### src/rtl/ffe_pkg.sv
// Shared FFE definitions: writer/reader state encoding and default tap geometry.
// The read sequencer uses the same FFE_DEPTH so both sides agree on the tap count.
package ffe_pkg;

  localparam int FFE_DEPTH      = 4;
  localparam int FFE_COEF_WIDTH = 8;

  typedef enum logic [1:0] {
    IDLE = 2'd0,
    LOAD = 2'd1,
    CHK  = 2'd2,
    DONE = 2'd3
  } ffe_state_t;

endpackage

### src/rtl/ffe_coeff_writer.sv
// Writer side of the FFE coefficient store: takes a DEPTH-beat burst and writes taps 0..DEPTH-1.
// Define FFE_COEFF_CHECKSUM_EN to expect one trailing checksum beat and report cfg_err.
module ffe_coeff_writer
  import ffe_pkg::*;
#(
  parameter int DEPTH      = FFE_DEPTH,
  parameter int ADDR_SIZE  = (DEPTH > 1) ? $clog2(DEPTH) : 1,
  parameter int COEF_WIDTH = FFE_COEF_WIDTH
) (
  input  logic                  ffe_clk,
  input  logic                  rst,
  input  logic                  cfg_start,
  input  logic                  cfg_valid,
  input  logic [COEF_WIDTH-1:0] cfg_data,
  output logic                  cfg_ready,
  input  logic                  ffe_active,
  output logic                  wr_en,
  output logic [ADDR_SIZE-1:0]  wr_addr,
  output logic [COEF_WIDTH-1:0] wr_data,
  output logic                  busy,
  output logic                  load_done,
  output logic                  cfg_err
);

  localparam int               CNT_W     = ADDR_SIZE + 1;
  localparam logic [CNT_W-1:0] LAST_BEAT = CNT_W'(DEPTH - 1);

  ffe_state_t       state;
  logic [CNT_W-1:0] beat_cnt;
  logic             beat_taken;

  // Holding ready low while the datapath reads is what keeps taps from tearing mid-convolution.
  assign cfg_ready  = ((state == LOAD) || (state == CHK)) && !ffe_active;
  assign beat_taken = cfg_valid && cfg_ready;

  always_ff @(posedge ffe_clk) begin
    if (rst) begin
      state     <= IDLE;
      beat_cnt  <= '0;
      wr_en     <= 1'b0;
      wr_addr   <= '0;
      wr_data   <= '0;
      busy      <= 1'b0;
      load_done <= 1'b0;
    end else begin
      wr_en     <= 1'b0;
      load_done <= 1'b0;
      case (state)
        IDLE: begin
          if (cfg_start) begin
            state <= LOAD;
            busy  <= 1'b1;
          end
        end
        LOAD: begin
          if (beat_taken) begin
            wr_en    <= 1'b1;
            wr_addr  <= beat_cnt[ADDR_SIZE-1:0];
            wr_data  <= cfg_data;
            beat_cnt <= beat_cnt + 1'b1;
            if (beat_cnt == LAST_BEAT) begin
`ifdef FFE_COEFF_CHECKSUM_EN
              state <= CHK;
`else
              state     <= DONE;
              load_done <= 1'b1;
`endif
            end
          end
        end
        CHK: begin
`ifdef FFE_COEFF_CHECKSUM_EN
          if (beat_taken) begin
            state     <= DONE;
            load_done <= 1'b1;
          end
`else
          state <= IDLE;
          busy  <= 1'b0;
`endif
        end
        DONE: begin
          state    <= IDLE;
          busy     <= 1'b0;
          beat_cnt <= '0;
        end
        default: begin
          state <= IDLE;
          busy  <= 1'b0;
        end
      endcase
    end
  end

`ifdef FFE_COEFF_CHECKSUM_EN
  logic [COEF_WIDTH-1:0] coef_sum;
  logic                  cfg_err_q;

  // Sum wraps mod 2^COEF_WIDTH; the error flag lives only for the DONE cycle.
  always_ff @(posedge ffe_clk) begin
    if (rst) begin
      coef_sum  <= '0;
      cfg_err_q <= 1'b0;
    end else if (state == DONE) begin
      coef_sum  <= '0;
      cfg_err_q <= 1'b0;
    end else if (beat_taken && (state == LOAD)) begin
      coef_sum <= coef_sum + cfg_data;
    end else if (beat_taken && (state == CHK)) begin
      cfg_err_q <= (cfg_data != coef_sum);
    end
  end

  assign cfg_err = cfg_err_q;
`else
  assign cfg_err = 1'b0;
`endif

endmodule

### config.mk
export PLATFORM = sky130hd
export DESIGN_NAME = ffe_coeff_writer
export DESIGN_NICKNAME = d
export VERILOG_FILES = /design/src/rtl/ffe_pkg.sv /design/src/rtl/ffe_coeff_writer.sv
export SDC_FILE = /design/constraint.sdc
export NUM_CORES = 1
export LEC_CHECK = 0
export ABC_AREA = 1
export CAP_MARGIN = 15
export CELL_PAD_IN_SITES_DETAIL_PLACEMENT = 0
export CELL_PAD_IN_SITES_GLOBAL_PLACEMENT = 2
export CORE_MARGIN = 4
export CORE_UTILIZATION = 25
export CTS_CLUSTER_DIAMETER = 120
export CTS_CLUSTER_SIZE = 12
export DETAILED_ROUTE_END_ITERATION = 8
export PLACE_DENSITY_LB_ADDON = 0.1
export SLEW_MARGIN = 20
export SYNTH_ARGS = -nofsm -noshare
export SYNTH_HDL_FRONTEND = slang
export SYNTH_SLANG_ARGS = --single-unit
export TNS_END_PERCENT = 100
### constraint.sdc
create_clock -name ffe_clk -period 2.27 [get_ports ffe_clk]
set_input_delay 0.5675 -clock ffe_clk [delete_from_list [all_inputs] [get_ports ffe_clk]]
set_output_delay 0.5675 -clock ffe_clk [all_outputs]
set_load 0.005 [all_outputs]
# [Yosys cells after proc, flatten, opt, wreduce, memory -nomap -nowiden]
# Index checks and enable logic that the tools add are counted.
[totals] input_bits=13 wordCells=41 out_inout_bits=15 ff_bits=18
[op_classes] n_eq_ne=7 mux=10 bitwise_logic=2 reduce_logical=14 add_sub_neg=1
[op_table] cell="$mux W2" count=3
[op_table] cell="$pmux W2 S3" count=1
[op_table] cell="$pmux W3 S2" count=1
[op_table] cell="$reduce_and A2 Y1" count=3
[op_table] cell="$eq A2 B2 Y1 const B" count=2
[op_table] cell="$ne A2 B2 Y1 const B" count=2
[op_table] cell="$reduce_bool A2 Y1" count=2
[op_table] cell="$reduce_or A2 Y1" count=2
[op_table] cell="$add A3 B1 Y3 const B" count=1
[op_table] cell="$eq A3 B2 Y1 const B" count=1
[op_table] cell="$mux W1" count=3
[op_table] cell="$mux W3" count=1
[op_table] cell="$reduce_and A3 Y1" count=1
[op_table] cell="$reduce_or A3 Y1" count=1
[op_table] cell="$eq A2 B1 Y1 const B" count=1
[op_table] cell="$logic_and A1 B1 Y1" count=2
[op_table] cell="$logic_not A2 Y1" count=1
[op_table] cell="$ne A2 B1 Y1 const B" count=1
[op_table] cell="$not A1 Y1" count=2
[op_table] cell="$pmux W1 S2" count=1
[op_table] cell="$logic_not A1 Y1" count=1
[op_table] cell="$logic_or A1 B1 Y1" count=1

# [Longest topological paths before layout]
# Gate-level depths: netlist (run 1).
[depth] ltp_word=6 ltp_mapped=8 mapped_depth_nobuf=8

# [Worst setup path after synthesis (run 1)]
# No wires, ideal clock.
[synth_path] path_type="register to output" from="register state[0]" to="output cfg_ready" stages_incl_launch_ff=5 t_required_ns=1.702 n_path_buf=0 slack_ns=0.841 t_arrival_ns=0.861 path_cell_list="dfxtp_1 inv_1 ha_1 nand2_1 inv_1"
[synth_between] elab_chain_cells=3 word_cells_on_any_way=4 cone_classes="eq/ne: 2; reduce/logical: 2"
[synth_lines] item="start: declaration" line_no="ffe_coeff_writer.sv:28" source="ffe_state_t state;"
[synth_lines] item="start signal: assignment" line_no="ffe_coeff_writer.sv:38" source="state <= IDLE;"
[synth_lines] item="start signal: assignment" line_no="ffe_coeff_writer.sv:51" source="state <= LOAD;"
[synth_lines] item="start signal: assignment" line_no="ffe_coeff_writer.sv:65" source="state <= DONE;"
[synth_lines] item="$eq A2 B1 Y1 / $eq A2 B2 Y1 (equally long branches)" line_no="ffe_coeff_writer.sv:33" source="assign cfg_ready = ((state == LOAD) || (state == CHK)) && !ffe_active;"
[synth_lines] item="$logic_or A1 B1 Y1 *" line_no="ffe_coeff_writer.sv:33"
[synth_lines] item="$logic_and A1 B1 Y1 *" line_no="ffe_coeff_writer.sv:33"
[synth_lines] item="end: declaration" line_no="ffe_coeff_writer.sv:15" source="output logic cfg_ready,"
# Every way passes the cells marked *; elsewhere a longest branch is shown, timed or not.

# [Worst setup path in the final report (run 1)]
[layout_path] from="register state[1]" to="output cfg_ready"
# The elaborated chain is that of the path after synthesis.

==> reports/results.ini, run 1 <==
[run_status]
status = finished, final reports clean

[layout]
syn_to_final_growth_pct = 45.4
layout_commonest_cell = nand2_1
nNetsFinal = 153
final_cell_mix = 30 x nand2_1, 26 x clkdlybuf4s50_1, 16 x a21oi_1, 16 x dfxtp_1, 12 x inv_1
fill_cells = 351
antenna_cells = 0
drive_gt1_share_pct = 9.77

[detailed_routing]
dr.pass1.iters = 2
antenna_left = 0
viasPerCell = 4.08
drt_iter0_drc = 18
wirelength_mm = 1.78
drc_errors = 0
avgRoutedWirePerCell_um = 10.1
vias = 723

[setup_path]
cp.arrival_ns = 1.63
endpoint_kind = primary output
cp_slowest_stage_delay_ns = 0.49
crit_path_frequent_cell = inv_1
worstSetupPathType = register to primary output
path_delay_family = buffers and inverters
crit_path_top_delay_cell = clkdlybuf4s50_1
critPathBufInv = 3
startpoint_type = register
critPathMaxFanout = 4
critPathRequiredTime_ns = 1.70
path_cells = inv_1 > ha_4 > nand2_1 > inv_1 > clkdlybuf4s50_1

[clocking]
clock_latency_ns = 0.29
cts_setup_buffers = 0
clock-sinks = 18
htree_levels = 1
clk_path_buf_depth = 2
numCtsBuffers = 3
cts_tree = done
clockRootBuffer = clkbuf_4
clk_pin_slew_ns = 0.11

[global_routing]
grt_start_max_net_pins = 13
grt-ovfl-total = 0
grt_pass1_wl_mm = 2.95
antenna_found_initial = 0
grt_use_total_pct = 9.23
first_global_vias = 664

[synthesis]
synth_area_per_cell_um2 = 7.71
syn_area_um2 = 802
syn_inst = 104
synth_warnings = 0
synth_cell_types = 16
ys_seq_elements = 18
synth_seq_area_share_pct = 44.9
synth.net_count = 123

[power]
p_int_mw = 0.465
power_mw = 0.607
total_leakage_power_nw = 0.466
power_frac_comb_pct = 13.1
p_sw_share_pct = 23.4
p_seq_share_pct = 53.8
ir_worst_vdd_mv = 0.242
powerDensity_nw_per_um2 = 520
p_clk_share_pct = 33.1
power_switching_mw = 0.142

[placed_design]
gp_congestion = 0.694
hpwl_mm = 1.36
port_buffers = 26

[sta]
max_freq_mhz = 455
rsz0062_at_grt = false
finalHoldViolations = 0
clock_skew_ns = 0.00219
tns_ns = 0
fin_crit_ns = 2.20
setup_viol = 0
period_share_pct = 96.8
holdWs_ns = 0.465
slew_violations = 0

[floorplan]
rows = 20
die_area_um2 = 4180
die_height_um = 64.6
ios = 28
fp.dieW_um = 64.6
coreArea_um2 = 3050
start_util_pct = 26.3

[run]
drv_cap = 0

[min_path]
hp-class = register to register

==> final timing paths <==
kind         slack (ns)  cells after the start        from           to
max reg2reg        0.81                      6    state[1]  beat_cnt[1]
min reg2reg        0.46                      2  wr_data[1]   wr_data[1]
min                0.46                      2  wr_data[1]   wr_data[1]
max                0.07                      5    state[1]    cfg_ready
==> worst reg2reg max path, stage by stage (launching register included) <==
cell,delay [ns]
dfxtp_2,0.37
inv_1,0.09
ha_4,0.29
nand4_4,0.19
inv_2,0.24
nand3_1,0.10
a21oi_1,0.12
==> synthesized netlist by cell type <==
library cell / instances / area share, %
dfxtp_1: 18 / 45
a21oi_1: 16 / 10
clkbuf_1: 1 / 0.47
inv_1: 12 / 5.6
nand3_1: 8 / 5.0
buf_6: 1 / 1.4
nor3_1: 1 / 0.62
inv_2: 1 / 0.47
o211ai_1: 1 / 0.94
conb_1: 1 / 0.47
buf_4: 1 / 0.94
nand2_1: 30 / 14
buf_2: 2 / 1.2
nand4_4: 1 / 2.7
ha_1: 6 / 9.4
nor2_1: 4 / 1.9
==> metrics by stage <==
stage	util (%)	setup WS [ns]	area [µm²]	cells
after floorplan	-	0.841	802	104
after global placement	36.5	0.0941	1110	173
after detailed placement	36.5	0.0808	1110	173
after CTS	38.2	0.0274	1160	177
after global routing	38.2	0.00263	1170	177
final	38.2	0.0738	1170	177
==> power by group through the flow <==
stage	Clock, mW	Sequential [mW]	Combinational (mW)
after floorplan	0	0.333	0.0356
after global placement	0	0.333	0.0772
after detailed placement	0	0.333	0.0769
after CTS	0.212	0.326	0.0814
after global routing	0.228	0.328	0.0887
final	0.201	0.326	0.0796
==> state kept, by name, summed over array words and instances (netlist names) <==
| register | cells |
|---|---|
| beat_cnt | 3 |
| load_done | 1 |
| wr_en | 1 |
| state | 2 |
| wr_addr | 2 |
| wr_data | 8 |
| busy | 1 |
==> final cells by class <==
cell class | count | area, µm² | area share [%]
clock buffers | 4 | 36.3 | 3.11
well taps | 44 | 55.1 | 4.72
flip-flops and latches | 18 | 363 | 31.1
inverters | 13 | 48.8 | 4.18
multi-input cells | 68 | 373 | 32.0
repair buffers | 30 | 290 | 24.9
==> routing by layer <==
layer	vias to the layer above	routed length, µm	track usage, %
met5	-	0	0
met4	0	43	4.75
met3	4	114	2.77
met2	17	791	14.8
met1	316	831	11.1
li1	386	-	-
==> repair_timing <==
action                     in CTS  in global routing
hold buffers                    0                  0
gates cloned                    0                  0
setup endpoints to repair       1                  1
pin swaps                       0                  0
hold endpoints to repair        0                  0
gates resized for setup         2                  1
==> cells by family after synthesis <==
group | synth area share (%)
adder cells (fa/ha/maj) | 9.36
buffers and inverters | 10.1
flip-flops | 44.9
other | 0.468
AO/OA/AOI/OAI | 10.9
AND/OR/NAND/NOR | 24.2
(Power assumes the default switching activity.)
==> run 2: changes to the inputs <==
- PLACE_DENSITY: not set -> 0.92
- PLACE_DENSITY_LB_ADDON: 0.1 -> not set
==> run 2 against run 1 <==
Compared with the run above:
- combinational power down 2%
- fmax down 0.11%
- wire length down 1.9%
- clock power down 24%
- sequential power about the same
- via count up 1.8%
- critical path type is now primary input to primary output
- critical endpoint unchanged
- largest cell class unchanged
==> reports/results.ini, run 2 (synthesis gave the netlist of run 1 again) <==
[detailed_routing]
antenna_left = 0
dr.pass1.iters = 6
drc_errors = 0
viasPerCell = 4.18
avgRoutedWirePerCell_um = 9.93
vias = 736
drt_iter0_drc = 43
wirelength_mm = 1.75

[run_status]
status = finished, final reports clean

[placed_design]
placed_area_um2 = 1110
hpwl_mm = 1.40
port_buffers = 26
gp_congestion = 0.755

[power]
power_frac_comb_pct = 14.1
p_int_mw = 0.428
p_sw_share_pct = 23.2
power_switching_mw = 0.129
ir_worst_vdd_mv = 0.135
total_leakage_power_nw = 0.460
p_seq_share_pct = 58.7
p_clk_share_pct = 27.2
powerDensity_nw_per_um2 = 483

[layout]
antenna_cells = 0
top_register = wr_data
syn_to_final_growth_pct = 43.7
nNetsFinal = 153
drive_gt1_share_pct = 9.09
final_cell_mix = 30 x nand2_1, 26 x clkdlybuf4s50_1, 16 x a21oi_1, 16 x dfxtp_1, 12 x inv_1
reg_top3 = wr_data (8), beat_cnt (3)
fill_cells = 346
layout_commonest_cell = nand2_1
largest_reg_flops = 8
multi_input_area_um2 = 373
seq_area_um2 = 363
fin_area_um2 = 1150

[global_routing]
first_global_vias = 697
antenna_found_initial = 0
grt-ovfl-total = 0
grt_start_max_net_pins = 13
grt_use_total_pct = 8.83
grt_pass1_wl_mm = 2.93

[clocking]
clk_path_buf_depth = 2
cts_tree = done
cts_hold_buf = 0
numCtsBuffers = 3
htree_levels = 1
clockRootBuffer = clkbuf_4
clock_latency_ns = 0.28
clock-sinks = 18
clk_pin_slew_ns = 0.09

[setup_path]
startpoint_type = primary input
reg2reg_slack_ns = 0.84
critPathRequiredTime_ns = 1.70
worstSetupPathType = primary input to primary output
critPathMaxFanout = 2
cp.arrival_ns = 1.63
endpoint_kind = primary output

[floorplan]
die_area_um2 = 4180
ios = 28
fp.dieW_um = 64.6
die_height_um = 64.6
coreArea_um2 = 3050
start_util_pct = 26.3
rows = 20

[sta]
slew_violations = 0
period_share_pct = 96.9
setup_viol = 0
fin_crit_ns = 2.20
max_freq_mhz = 455
rsz0062_at_grt = false
clock_skew_ns = 0.00209
tns_ns = 0
finalHoldViolations = 0

[min_path]
hp-class = register to register

[run]
drv_cap = 0

## run 2: final cells by class
cell class              instances  area share [%]
clock buffers                   3            1.95
inverters                      13            4.23
multi-input cells              68            32.4
flip-flops and latches         18            31.5
well taps                      44            4.78
repair buffers                 30            25.2
## run 2: power by group through the flow
stage                     clock (mW)  combinational (mW)  sequential, mW
after global placement             0              0.0742           0.333
after floorplan                    0              0.0356           0.333
final                          0.152              0.0783           0.327
after detailed placement           0              0.0750           0.334
after global routing           0.167              0.0881           0.327
after CTS                      0.162              0.0792           0.326
## run 2: per-layer routing
| metal | vias to the layer above | GRT usage (%) | wire length, µm |
|---|---|---|---|
| met5 | - | 0 | 0 |
| met2 | 19 | 15.2 | 854 |
| met1 | 331 | 10.0 | 766 |
| li1 | 384 | - | - |
| met4 | 0 | 3.96 | 13 |
| met3 | 2 | 2.60 | 113 |
## run 2: path summary, 6_finish.rpt
check / endpoint / depth (start not counted) / start
max reg2reg: beat_cnt[1] / 6 / state[0]
max: cfg_ready / 5 / ffe_active
min reg2reg: wr_data[6] / 2 / wr_data[6]
min: wr_data[6] / 2 / wr_data[6]
## run 2: what timing repair did
item	4_1_cts	5_1_grt
pin swaps	0	0
cloned	0	0
resized for setup	1	2
endpoints found under the setup margin	1	1
buffers inserted	0	1
## run 2: through the flow
stage	instances	setup WS, ns	hold slack (ns)	total power, mW	utilization [%]
after floorplan	104	0.841	0.456	0.369	-
after global placement	172	0.0966	0.452	0.407	36.3
after detailed placement	172	0.0522	0.457	0.409	36.3
after CTS	175	0.0134	0.472	0.567	37.4
after global routing	176	0.00195	0.502	0.582	37.7
final	176	0.0713	0.467	0.556	37.7
## run 2: critical path: stages
cell,delay [ns]
clkdlybuf4s50_1,0.40
inv_1,0.07
nand2_1,0.05
inv_1,0.04
clkdlybuf4s50_1,0.49
==> run 3: changes to the inputs <==
- SKIP_LAST_GASP: not set -> 1
==> results of run 3 <==
Same layout as run 2: the final DEF is identical, and so are final timing and power.
